<file path="config.mk">
export PLATFORM = sky130hd
export DESIGN_NAME = multicycle_control_unit_flat
export DESIGN_NICKNAME = d
export VERILOG_FILES = /design/src/rtl/multicycle_control_unit_if.sv /design/src/rtl/multicycle_control_unit.sv /design/src/flat_wrapper.sv
export SDC_FILE = /design/constraint.sdc
export NUM_CORES = 1
export LEC_CHECK = 0
export CAP_MARGIN = 20
export CORE_ASPECT_RATIO = 0.6
export CORE_UTILIZATION = 42
export CTS_BUF_LIST = sky130_fd_sc_hd__clkbuf_8
export CTS_CLUSTER_SIZE = 20
export DETAILED_ROUTE_END_ITERATION = 7
export PLACE_DENSITY = 0.74
export SLEW_MARGIN = 5
export SYNTH_ARGS = -nofsm -noshare
export SYNTH_HDL_FRONTEND = slang
export SYNTH_SLANG_ARGS = --single-unit
</file>
<file path="constraint.sdc">
create_clock -name clk -period 2.05 [get_ports clk]
set_input_delay 0.41 -clock clk [delete_from_list [all_inputs] [get_ports clk]]
set_output_delay 0.41 -clock clk [all_outputs]
set_load 0.005 [all_outputs]
</file>
<file path="src/rtl/multicycle_control_unit_if.sv">
// Instruction-memory side of the control unit: valid/ready handshake with the instruction word.
interface multicycle_control_unit_if #(
  parameter int INSTR_W = 16
);
  logic               instr_valid;
  logic               instr_ready;
  logic [INSTR_W-1:0] instruction;

  modport master (output instr_valid, output instruction, input instr_ready);
  modport slave  (input instr_valid, input instruction, output instr_ready);
endinterface

</file>
<file path="src/rtl/multicycle_control_unit.sv">
// Multi-cycle control FSM: latches an instruction, then sequences
// FETCH/DECODE/EXECUTE/WRITEBACK|BRANCH with hold, HALT and a retired counter.
module multicycle_control_unit #(
  parameter int INSTR_W  = 16,
  parameter int OPCODE_W = 4,
  parameter int REG_AW   = 3,
  parameter int IMM_W    = 6,
  parameter int ALU_OP_W = 3,
  parameter int CNT_W    = 16
) (
  input  logic                 clk,
  input  logic                 rst_n,
  multicycle_control_unit_if.slave ibus,
  input  logic                 hold,
  input  logic                 alu_zero,
  output logic [REG_AW-1:0]    rd,
  output logic [REG_AW-1:0]    rs,
  output logic [REG_AW-1:0]    rt,
  output logic [IMM_W-1:0]     immediate,
  output logic [ALU_OP_W-1:0]  alu_op,
  output logic                 select_imm,
  output logic                 reg_write,
  output logic                 branch,
  output logic                 branch_taken,
  output logic                 pc_write,
  output logic                 halted,
  output logic [CNT_W-1:0]     retired
);

  typedef enum logic [2:0] {
    S_FETCH, S_DECODE, S_EXEC, S_WB, S_BRANCH, S_HALT
  } state_t;

  localparam logic [OPCODE_W-1:0] OP_HALT = '1;
  localparam logic [OPCODE_W-1:0] OP_BEQ  = {{(OPCODE_W-1){1'b1}}, 1'b0};

  state_t               state, state_nx;
  logic [INSTR_W-1:0]   ir;
  logic [OPCODE_W-1:0]  opcode;
  logic [ALU_OP_W-1:0]  ir_alu_op;
  logic                 ready;

  assign opcode    = ir[INSTR_W-1 -: OPCODE_W];
  assign rd        = ir[INSTR_W-OPCODE_W-1 -: REG_AW];
  assign rs        = ir[INSTR_W-OPCODE_W-REG_AW-1 -: REG_AW];
  assign rt        = ir[INSTR_W-OPCODE_W-2*REG_AW-1 -: REG_AW];
  assign immediate = ir[IMM_W-1:0];
  // BEQ compares by subtraction regardless of its opcode low bits
  assign ir_alu_op = (opcode == OP_BEQ) ? ALU_OP_W'(1) : opcode[ALU_OP_W-1:0];

  always_ff @(posedge clk or negedge rst_n) begin
    if (!rst_n) begin
      state   <= S_FETCH;
      ir      <= '0;
      retired <= '0;
    end else begin
      state <= state_nx;
      if (ready && ibus.instr_valid) ir <= ibus.instruction;
      if (pc_write && retired != '1) retired <= retired + 1'b1;
    end
  end

  always_comb begin
    state_nx   = state;
    ready      = 1'b0;
    reg_write  = 1'b0;
    pc_write   = 1'b0;
    branch     = 1'b0;
    alu_op     = '0;
    select_imm = 1'b0;
    halted     = 1'b0;
    case (state)
      S_FETCH: begin
        ready = !hold;
        if (ibus.instr_valid) state_nx = S_DECODE;
      end
      S_DECODE: state_nx = (opcode == OP_HALT) ? S_HALT : S_EXEC;
      S_EXEC: begin
        alu_op     = ir_alu_op;
        select_imm = opcode[OPCODE_W-1];
        state_nx   = (opcode == OP_BEQ) ? S_BRANCH : S_WB;
      end
      S_WB: begin
        alu_op     = ir_alu_op;
        select_imm = opcode[OPCODE_W-1];
        reg_write  = 1'b1;
        pc_write   = 1'b1;
        state_nx   = S_FETCH;
      end
      S_BRANCH: begin
        alu_op     = ir_alu_op;
        select_imm = opcode[OPCODE_W-1];
        branch     = 1'b1;
        pc_write   = 1'b1;
        state_nx   = S_FETCH;
      end
      S_HALT:  halted = 1'b1;
      default: state_nx = S_FETCH;
    endcase
    // stall: freeze state and suppress every side-effecting pulse
    if (hold) begin
      state_nx  = state;
      reg_write = 1'b0;
      pc_write  = 1'b0;
      branch    = 1'b0;
    end
  end

  assign branch_taken     = branch && alu_zero;
  assign ibus.instr_ready = ready && rst_n;

endmodule

</file>
<file path="src/flat_wrapper.sv">
// flat-port wrapper written by rule: the top's interface ports become plain ports
module multicycle_control_unit_flat 
#(
  parameter int INSTR_W  = 16,
  parameter int OPCODE_W = 4,
  parameter int REG_AW   = 3,
  parameter int IMM_W    = 6,
  parameter int ALU_OP_W = 3,
  parameter int CNT_W    = 16
)
  (clk, rst_n, hold, alu_zero, rd, rs, rt, immediate, alu_op, select_imm, reg_write, branch, branch_taken, pc_write, halted, retired, ibus_instr_valid, ibus_instruction, ibus_instr_ready);
  multicycle_control_unit_if #(.INSTR_W(INSTR_W)) ibus_i ();
  input  logic clk;
  input  logic rst_n;
  input  logic hold;
  input  logic alu_zero;
  output logic [REG_AW-1:0] rd;
  output logic [REG_AW-1:0] rs;
  output logic [REG_AW-1:0] rt;
  output logic [IMM_W-1:0] immediate;
  output logic [ALU_OP_W-1:0] alu_op;
  output logic select_imm;
  output logic reg_write;
  output logic branch;
  output logic branch_taken;
  output logic pc_write;
  output logic halted;
  output logic [CNT_W-1:0] retired;
  input wire logic [$bits(ibus_i.instr_valid)-1:0] ibus_instr_valid;
  input wire logic [$bits(ibus_i.instruction)-1:0] ibus_instruction;
  output wire logic [$bits(ibus_i.instr_ready)-1:0] ibus_instr_ready;
  assign ibus_i.instr_valid = ibus_instr_valid;
  assign ibus_i.instruction = ibus_instruction;
  assign ibus_instr_ready = ibus_i.instr_ready;
  multicycle_control_unit #(.INSTR_W(INSTR_W), .OPCODE_W(OPCODE_W), .REG_AW(REG_AW), .IMM_W(IMM_W), .ALU_OP_W(ALU_OP_W), .CNT_W(CNT_W)) u_core (.clk(clk), .rst_n(rst_n), .ibus(ibus_i), .hold(hold), .alu_zero(alu_zero), .rd(rd), .rs(rs), .rt(rt), .immediate(immediate), .alu_op(alu_op), .select_imm(select_imm), .reg_write(reg_write), .branch(branch), .branch_taken(branch_taken), .pc_write(pc_write), .halted(halted), .retired(retired));
endmodule
</file>
==> metrics.txt <==
syn avg cell area=11.3 µm²; crit-path max cell delay=around 0.45 ns; Yosys top cell by area=dfrtp_1; first-pass GRT wire length=around 7000 µm; I/O pins=62; Initial Utilization=a little under half; CP cell instances=buf_4 -> mux2_4 -> and3_1 -> dlygate4sd2_1; htree depth=2; hpwl dp=3220 µm; Die Wd=slightly below 90 µm; Die Ht=~54 µm; CTS sink cnt=35; post-layout util=about two thirds; TritonCTS Buffers=5; post-synthesis register bit count=35; final hold slack=0.202 ns; post-route minimum period=roughly 2.0 ns; Worst EP arrival=roughly 1.6 ns; Fin Clk Skew=0.00368 ns; Clock Pin Slew Worst Setup and Hold Paths=0.08 ns; worst vdd ir=616 µV; share of layout cells above drive strength 1=between 20% and 30%; Post-Synthesis Cells=~170; measured slew at the worst slew-check pin=~0.46 ns; dpl cells=287; register area share after synthesis=46.0%; outcome=completed; # setup viols final=0; Final Max Slew Viols=0; Hold Crit Class=primary input to asynchronous set/reset pin; Worst-Skew Late Latency=just under 0.3 ns; startpoint class of the critical path=flop; Post-DRT Antenna Nets=0; leakage power=0.00128 µW; commonest register cell after synthesis=dfrtp_1; Critical Setup Path Class=flop to output pin; CP max FO=4; max cap viols=0; post-detailed-routing wire length=between 4000 and 5000 µm; # DRC=0; Worst R2R Start=u_core.state[1]; area delta synth->final=46.3%; vias in the first global route=1449; WP data required=~1.6 ns; total grt overflow=0; total number of vias=around 1500; Core Region=around 0.0042 mm²; final hold violation count=0; Total GRT Usage=roughly a fifth; Syn Nets=around 190; nets=262; Post-CTS Hold Buffers=0; CTS root buf=clkbuf_8; antenna fix cells=0; fin crit share=between 90% and 100%; Slowest cell on crit path=dfrtp_2; routed wire length per instance=15.0 µm; Top delay family on crit path=flip-flops; Max clock buf depth=2; setup TNS=0 ns; f_max=between 400 and 500 MHz; # rows=18; Pre-antenna DRT Iters=4; Placer Congestion=approximately 0.9; Post-synth EDFFs=0; nature of the critical path endpoint=output pin; initial antenna violation count=0; DRT iter0 DRCs=just over 70; Post-Syn Area=roughly 0.0019 mm²; worst reg2reg path depth=7; via-per-instance ratio=5.09; pwr/cell area=1180 mW/mm²; Post-synth ARST share=between 90% and 100%; post-synth top area share=a little under half; post-synth cell types=42; largest net degree at the start of global routing=36; Ys Warns=0; main area contributors after synthesis=dfrtp_1, mux2_2, buf_4, xor2_1, nand3_1; Buffers on Ports=around 60; Buf/Inv on CP=2; total die area=roughly 0.0048 mm²; slack of the critical path=approximately 0.024 ns; Slew HR=between 60% and 70%; CTS tree=built; worst reg2reg setup slack=~0.19 ns; final cell count without fillers=~300; worst reg2reg endpoint=u_core.retired[10]; dpl ws=-0.311 ns
-- cell type report --
type                    count  area (µm²)
well taps                  60        75.1
fillers                   341        1450
repair buffers             84         787
flip-flops and latches     35         878
multi-input cells         110         896
clock inverters             3        67.6
clock buffers               5        68.8
inverters                   4        15.0
-- worst max-delay path by stage --
stage | startpoint | end | slack (ns) | cells after the start
after floorplan | hold | u_core.retired[10] | 0.35 | 5
after global placement | hold | pc_write | -0.29 | 5
after detailed placement | hold | branch_taken | -0.31 | 4
after CTS | u_core.state[1] | pc_write | -0.02 | 6
after global routing | u_core.state[1] | alu_op[2] | -0.004 | 4
final | u_core.state[1] | alu_op[2] | 0.02 | 4
-- synthesized netlist by cell type, types with 3 or more instances --
| cell | instances |
|---|---|
| nand3_1 | 9 |
| nand4_1 | 3 |
| nor2_1 | 7 |
| buf_2 | 4 |
| inv_1 | 4 |
| mux2_2 | 18 |
| and3_1 | 4 |
| nor3_1 | 8 |
| dfrtp_1 | 35 |
| buf_4 | 16 |
| nand2_1 | 8 |
| a21oi_1 | 3 |
| and2_1 | 3 |
| xor2_1 | 12 |
| nor4_1 | 5 |
-- report_power, final --
group	total (µW)	switching, µW	leakage [µW]	internal, µW
Combinational	1380	491	0.000773	892
Clock	757	272	0.0000644	485
Sequential	1150	224	0.000444	923
-- timing repair --
item / in CTS / in global routing
endpoints found under the setup margin: 10 / 2
setup buffers: 5 / 1
pin swaps: 5 / 2
gates resized for setup: 25 / 2
-- per-stage QoR --
step	instance area (µm²)	power, µW
detailed placement	2590	2460
floorplan	1910	1880
CTS	2780	3280
global placement	2590	2430
global route	2790	3470
finish	2790	3290
-- layout by cell type, fill, tap and decap left out, types with 4 or more instances in the layout --
cell type,Yosys,layout
and3_1,4,4
clkbuf_8,0,5
nor2_1,7,5
nand3_1,9,9
nand2_1,8,8
buf_4,16,19
clkdlybuf4s50_1,0,49
nor3_1,8,8
mux2_2,18,17
xor2_1,12,12
dlygate4sd2_1,0,8
dfrtp_1,35,33
nor4_1,5,5
-- sequential cells by signal (all words and copies together), names as in the netlist --
register and flops:
u_core.ir 16, u_core.retired 16, u_core.state 3
-- worst register-to-register path: cells and delay by family, from the launching register on --
family | cells | cell delay [ns]
and+or+nand+nor | 3 | 0.48
DFF | 1 | 0.45
muxes | 1 | 0.35
buffers and inverters | 3 | 0.47
-- logic make-up (layout without fill, tap and decap cells) --
family	count (synthesis)	in the layout	synth area share, %
simple gates	64	64	22.7
flops	35	35	46.0
buf+inv	24	96	8.14
mux	20	20	11.9
xor+xnor	13	13	5.98
compound gates	12	12	4.66
fa+ha+maj	1	1	0.656
-- per-layer routing --
| layer | up-vias | routed length [µm] | track usage, % |
|---|---|---|---|
| met4 | 0 | 38 | 5.56 |
| met1 | 732 | 2170 | 30.4 |
| li1 | 736 | - | - |
| met2 | 58 | 1880 | 29.6 |
| met3 | 5 | 420 | 5.98 |
| met5 | - | 0 | 0 |
No activity file was read; power rests on OpenSTA's default activity.
